## src/rtl/complex_pkg.sv

```systemverilog
// Shared definitions for the complex frame accumulator.
// Latency: n/a (types and constants only).
// Backpressure: n/a.
//   DATA_W  - width of each incoming product lane
//   state_e - frame FSM encoding (IDLE, ACC, HOLD)
package complex_pkg;

  localparam int DATA_W = 16;

  typedef enum logic [1:0] {
    IDLE = 2'd0,
    ACC  = 2'd1,
    HOLD = 2'd2
  } state_e;

endpackage

```

## src/rtl/complex_acc_lane.sv

```systemverilog
// One accumulator lane: sign-extends a sample, then loads it or adds it
// into a wrapping sum while tracking a sticky two's-complement overflow.
// Latency: sum/ovf update on the clock edge after load_i/add_i.
// Backpressure: none; the lane acts on every load_i/add_i it is given.
// Ports:
//   clk, rst - clock and synchronous active-high reset
//   load_i   - start a new frame: sum <= sample, ovf cleared
//   add_i    - accumulate: sum <= sum + sample, ovf sticky
//   din_i    - signed DATA_W-bit sample
//   sum_o    - live running sum (ACC_W bits, wraps)
//   ovf_o    - sticky overflow seen since the last load
module complex_acc_lane
  import complex_pkg::*;
#(
  parameter int ACC_W = 24
) (
  input  logic              clk,
  input  logic              rst,
  input  logic              load_i,
  input  logic              add_i,
  input  logic [DATA_W-1:0] din_i,
  output logic [ACC_W-1:0]  sum_o,
  output logic              ovf_o
);

  logic [ACC_W-1:0] sum_q, sum_d;
  logic [ACC_W-1:0] din_ext;
  logic [ACC_W-1:0] add_res;
  logic             ovf_q, ovf_d;

  assign din_ext = {{(ACC_W-DATA_W){din_i[DATA_W-1]}}, din_i};
  assign add_res = sum_q + din_ext;

  always_comb begin
    sum_d = sum_q;
    ovf_d = ovf_q;
    if (load_i) begin
      sum_d = din_ext;
      ovf_d = 1'b0;
    end else if (add_i) begin
      sum_d = add_res;
      // Same-sign addends producing an opposite-sign result means the
      // true sum left the representable range.
      if ((sum_q[ACC_W-1] == din_ext[ACC_W-1]) &&
          (add_res[ACC_W-1] != sum_q[ACC_W-1])) begin
        ovf_d = 1'b1;
      end
    end
  end

  always_ff @(posedge clk) begin
    if (rst) begin
      sum_q <= '0;
      ovf_q <= 1'b0;
    end else begin
      sum_q <= sum_d;
      ovf_q <= ovf_d;
    end
  end

  assign sum_o = sum_q;
  assign ovf_o = ovf_q;

endmodule

```

## src/rtl/complex_acc.sv

```systemverilog
// Complex frame accumulator: sums LEN complex samples per frame and
// presents the frame sum plus a sticky overflow flag.
// Latency: out_valid rises one cycle after the last sample of a frame.
// Backpressure: in_ready drops while a result waits in HOLD for out_ready.
// Ports:
//   clk, rst            - clock, synchronous active-high reset
//   in_valid/in_ready   - sample handshake; in_re/in_im signed 16-bit
//   out_valid/out_ready - result handshake; out_re/out_im are live sums
//   out_ovf             - overflow on either lane during the frame
module complex_acc
  import complex_pkg::*;
#(
  parameter int LEN   = 16,
  parameter int ACC_W = 24
) (
  input  logic              clk,
  input  logic              rst,
  input  logic              in_valid,
  input  logic [DATA_W-1:0] in_re,
  input  logic [DATA_W-1:0] in_im,
  output logic              in_ready,
  output logic              out_valid,
  input  logic              out_ready,
  output logic [ACC_W-1:0]  out_re,
  output logic [ACC_W-1:0]  out_im,
  output logic              out_ovf
);

  localparam int                CNT_W    = $clog2(LEN + 1);
  localparam logic [CNT_W-1:0]  CNT_LAST = CNT_W'(LEN - 1);

  state_e           state_q, state_d;
  logic [CNT_W-1:0] cnt_q, cnt_d;
  logic             accept;
  logic             load;
  logic             add;
  logic             ovf_re, ovf_im;

  assign in_ready = (state_q != HOLD);
  assign accept   = in_valid & in_ready;

  always_comb begin
    state_d = state_q;
    cnt_d   = cnt_q;
    load    = 1'b0;
    add     = 1'b0;
    case (state_q)
      IDLE: begin
        if (accept) begin
          load    = 1'b1;
          cnt_d   = CNT_W'(1);
          state_d = (LEN == 1) ? HOLD : ACC;
        end
      end
      ACC: begin
        if (accept) begin
          add   = 1'b1;
          cnt_d = cnt_q + CNT_W'(1);
          if (cnt_q == CNT_LAST) begin
            state_d = HOLD;
          end
        end
      end
      HOLD: begin
        // The handshake cycle never accepts a sample; in_ready is low here.
        if (out_ready) begin
          state_d = IDLE;
        end
      end
      default: state_d = IDLE;
    endcase
  end

  always_ff @(posedge clk) begin
    if (rst) begin
      state_q <= IDLE;
      cnt_q   <= '0;
    end else begin
      state_q <= state_d;
      cnt_q   <= cnt_d;
    end
  end

  complex_acc_lane #(.ACC_W(ACC_W)) u_lane_re (
    .clk    (clk),
    .rst    (rst),
    .load_i (load),
    .add_i  (add),
    .din_i  (in_re),
    .sum_o  (out_re),
    .ovf_o  (ovf_re)
  );

  complex_acc_lane #(.ACC_W(ACC_W)) u_lane_im (
    .clk    (clk),
    .rst    (rst),
    .load_i (load),
    .add_i  (add),
    .din_i  (in_im),
    .sum_o  (out_im),
    .ovf_o  (ovf_im)
  );

  // Gated by rst so a pending result is never offered while reset is held.
  assign out_valid = (state_q == HOLD) && !rst;
  assign out_ovf   = ovf_re | ovf_im;

endmodule
```

## config.mk

```make
export PLATFORM = sky130hd
export DESIGN_NAME = complex_acc
export DESIGN_NICKNAME = d
export VERILOG_FILES = /design/src/rtl/complex_pkg.sv /design/src/rtl/complex_acc_lane.sv /design/src/rtl/complex_acc.sv
export SDC_FILE = /design/constraint.sdc
export NUM_CORES = 1
export LEC_CHECK = 0
export ABC_AREA = 1
export CORE_AREA = 2 2 132 134
export DETAILED_ROUTE_END_ITERATION = 10
export DIE_AREA = 0 0 134 136
export SLEW_MARGIN = 20
export SYNTH_ARGS = -nofsm -noshare
export SYNTH_HDL_FRONTEND = slang
export SYNTH_SLANG_ARGS = --single-unit
```

## constraint.sdc

```tcl
create_clock -name clk -period 2 [get_ports clk]
set_clock_uncertainty 0.2 [all_clocks]
set_input_delay 0.2 -clock clk [delete_from_list [all_inputs] [get_ports clk]]
set_output_delay 0.2 -clock clk [all_outputs]
set_load 0.02 [all_outputs]
```

==> results by group <==
Clocking
  – Worst-Skew Late Latency: 0.34 ns
  – Longest Clk Path Bufs: 2
  – CTS tree: done
  – Root Driver: clkbuf_16
  – CTS Buf Count: 9
  – Worst-path clk slew: 0.05 ns
  – H-tree lvl count: 3
  – Clock sink count: 57
  – Hold buffer count at cts: 0

Place
  – DP Worst Slack: -0.439 ns
  – Dpl hpwl: 14900 um
  – Area after DPL: 7790 um^2
  – Placer congestion estimate: 0.879
  – Port bufs: 86

Outcome
  – Failing checks: setup timing
  – Status: complete, but fails checks

STA
  – Post-route setup TNS: -0.00422 ns
  – Post-layout min period: 2.00 ns
  – Max-slew violations: 0
  – Hold violation total from the final report: 0
  – Setup ws final: -0.00422 ns
  – RSZ-0062 raised after global routing: true
  – Hold Slack: 0.0135 ns
  – FMAX: 499 MHz
  – Fin crit share: 100%
  – Final setup viols: 1
  – Worst slew pin tran: 0.352 ns
  – Slew headroom: 76.3%

Worst setup path
  – Req. time, crit path: 2.08 ns
  – Worst-case reg-to-reg path depth: 14
  – R2R setup slack: -0.004 ns
  – FF-to-FF End: u_lane_re.sum_o[12]
  – Setup crit end kind: flip-flop
  – Max incr delay on CP: 0.37 ns
  – Worst Setup Path Type: flip-flop to flip-flop
  – Launch point of the worst reg-to-reg path: u_lane_re.sum_o[0]
  – CP dominant cell by count: nand2_2
  – Critical path launch point type: flip-flop
  – Worst-path cell chain: ha_4 > inv_2 > fa_2 > inv_2 > nand3_2 > nand3_2 > nand2_2 > nand2_4 > nand2_2 > nand2_2 > nor2_1 > nor2_1 > nand2_1 > a21oi_2
  – CP max FO: 4
  – Cell with the largest stage delay on the worst path: fa_2
  – Crit path arrival time: 2.08 ns

Synth
  – Post-synthesis mux area share: 0%
  – Number of flops mapped to enable cells by yosys: 0
  – Number of synthesized register bits: 57
  – Cell area after synthesis: 5820 um^2
  – Net Count, Synth: 1079
  – Largest family of logic cells by synthesized area: simple AND/OR/NAND/NOR gates
  – Post-synthesis xor/xnor area fraction: 2.11%
  – Post-synthesis simple-gate area fraction: 41.3%
  – Post-Synth Adder-Cell Area: 11.0%
  – Synth top area cells: nand2_1 22%, dfxtp_1 20%, inv_1 11%, ha_1 10%, nand3_1 5.5%
  – Fraction of registers with async set/reset: 0%
  – Synth Area in Compound Gates: 12.8%
  – Syn Inst Count: 993
  – Sequential element share of the synthesized area: 19.6%
  – Yosys top cell area share: 22.4%
  – Dominant cell type by area after synthesis: nand2_1
  – Synth cell types: 39
  – YS warnings: 0
  – Syn Area/Cell: 5.86 um^2
  – Most used flip-flop cell after synthesis: dfxtp_1

Detailed routing
  – DR DRC count: 0
  – Via-to-Cell Ratio: 4.85
  – Post-Route WL: 20000 um
  – Routed len/inst: 14.0 um
  – DR iter-0 viols: 353
  – Post-route ant nets: 0
  – 1st-pass router iterations: 5
  – Via count: 6926

Floorplan
  – Rows: 48
  – Die W: 134 um
  – Initial Util: 34.5%
  – Die area: 18200 um^2
  – I/O pin total: 87
  – Die Height: 136 um
  – Core box area: 16900 um^2

Global routing
  – Total global routing overflow: 0
  – Largest net degree at the start of global routing: 29
  – Vias in the first global route: 6575
  – Initial antenna violation count: 0
  – First-pass GRT wire length: 31000 um
  – Global router's overall resource usage: 21.4%

Min path
  – Hold/Removal Path Class: primary input to flip-flop
  – Hold_sp: in_re[8]
  – Hold path depth: 3
  – Hold Crit Endpoint: u_lane_re.sum_o[8]

Cells and area
  – Synth-to-Final Area Change: 55.7%
  – Antenna cells: 0
  – Final Cell Area: 9060 um^2
  – Most common cell after layout, fill and taps aside: nand2_1
  – Most frequent cells in the layout: 315 x nand2_1, 171 x inv_1, 116 x buf_4, 77 x clkdlybuf4s50_1, 49 x nand3_1
  – Share of cells above drive strength 1: 27.4%
  – Final net count: 1283

Pwr
  – Final Power: 5.28 mW
  – Lkg Pwr: 4.45 nW
  – PwrDens: 582 nW/um^2
  – Peak supply drop: 423 uV

Job
  – Maxcap violations: 0
## kinds of logic after synthesis
logic type,Yosys count
adders and majority gates,50
xor gates and xnor gates,14
AOI/OAI and AO/OA,128
DFF,57
buffers and inverters,196
and+or+nand+nor,548
## stage by stage
step | std cells | util [%]
detailed placement | 1400 | 46.2
floorplan | 993 | -
CTS | 1417 | 48.5
global route | 1427 | 53.7
global placement | 1400 | 46.2
finish | 1427 | 53.7
## critical path: cells and delay by family (launching register included)
| kind | cells | cell delay (ns) |
|---|---|---|
| buffers and inverters | 2 | 0.14 |
| DFF | 1 | 0.35 |
| and+or+nand+nor | 9 | 0.60 |
| AOI/OAI and AO/OA | 1 | 0.12 |
| adders and majority gates | 2 | 0.53 |
## power by group
part / internal, mW / switching (mW)
logic: 1.15 / 1.31
clock network: 0.900 / 0.584
registers: 1.23 / 0.102
## registers in the layout, indices dropped and copies added, names as in the netlist
name / count
u_lane_im.sum_o: 24
u_lane_re.sum_o: 24
cnt_q: 5
state_q: 2
u_lane_im.ovf_o: 1
u_lane_re.ovf_o: 1
## timing repair
item                                    CTS  global route
resized for setup                        22           165
gates cloned                              0             1
endpoints found under the setup margin   16            37
buffers inserted                          1             9
pin swaps                                 6            47
## routing by layer
layer  global-route usage (%)  up-vias  wire length (um)
met3                     4.55       37               886
met1                     24.6     3164              8460
li1                         -     3562                 -
met5                        0        -                 0
met4                     6.38        0               459
met2                     39.7      163             10200
## cell usage after synthesis (2+ instances only)
library cell	instances
nor2_1	60
inv_1	175
o21bai_1	2
nand4_1	17
nand3b_1	10
clkbuf_1	8
fa_1	2
buf_2	5
and2_1	3
nand3_2	4
a22o_1	9
ha_1	48
a21oi_2	7
nand2_2	19
nor2_2	7
nor2_4	7
a21oi_1	62
a31oi_1	17
buf_4	4
xor2_1	12
nand3_1	64
inv_2	3
nand2_1	348
o21ai_0	24
dfxtp_1	57
or2_1	3
xnor2_1	2
nor4_1	3
## worst max-delay path by stage
stage | startpoint | endpoint | slack [ns] | cells after the start
2_1_floorplan | u_lane_re.sum_o[0] | u_lane_re.sum_o[12] | 0.05 | 14
3_3_place_gp | in_re[0] | u_lane_re.sum_o[16] | -0.40 | 14
3_5_place_dp | in_re[0] | u_lane_re.sum_o[18] | -0.44 | 13
4_1_cts | in_im[15] | u_lane_im.sum_o[23] | -0.03 | 12
5_1_grt | u_lane_re.sum_o[0] | u_lane_re.sum_o[12] | -0.11 | 14
6_report | u_lane_re.sum_o[0] | u_lane_re.sum_o[12] | -0.004 | 14
## area by class of cell
cell class / instances / area [um^2]
Clock buffer: 13 / 260
Clock inverter: 3 / 15.0
Fill cell: 1653 / 7810
Inverter: 178 / 668
Multi-Input combinational cell: 740 / 4800
Sequential cell: 57 / 1160
Tap cell: 225 / 282
Timing Repair Buffer: 211 / 1880
(Power assumes the default switching activity.)
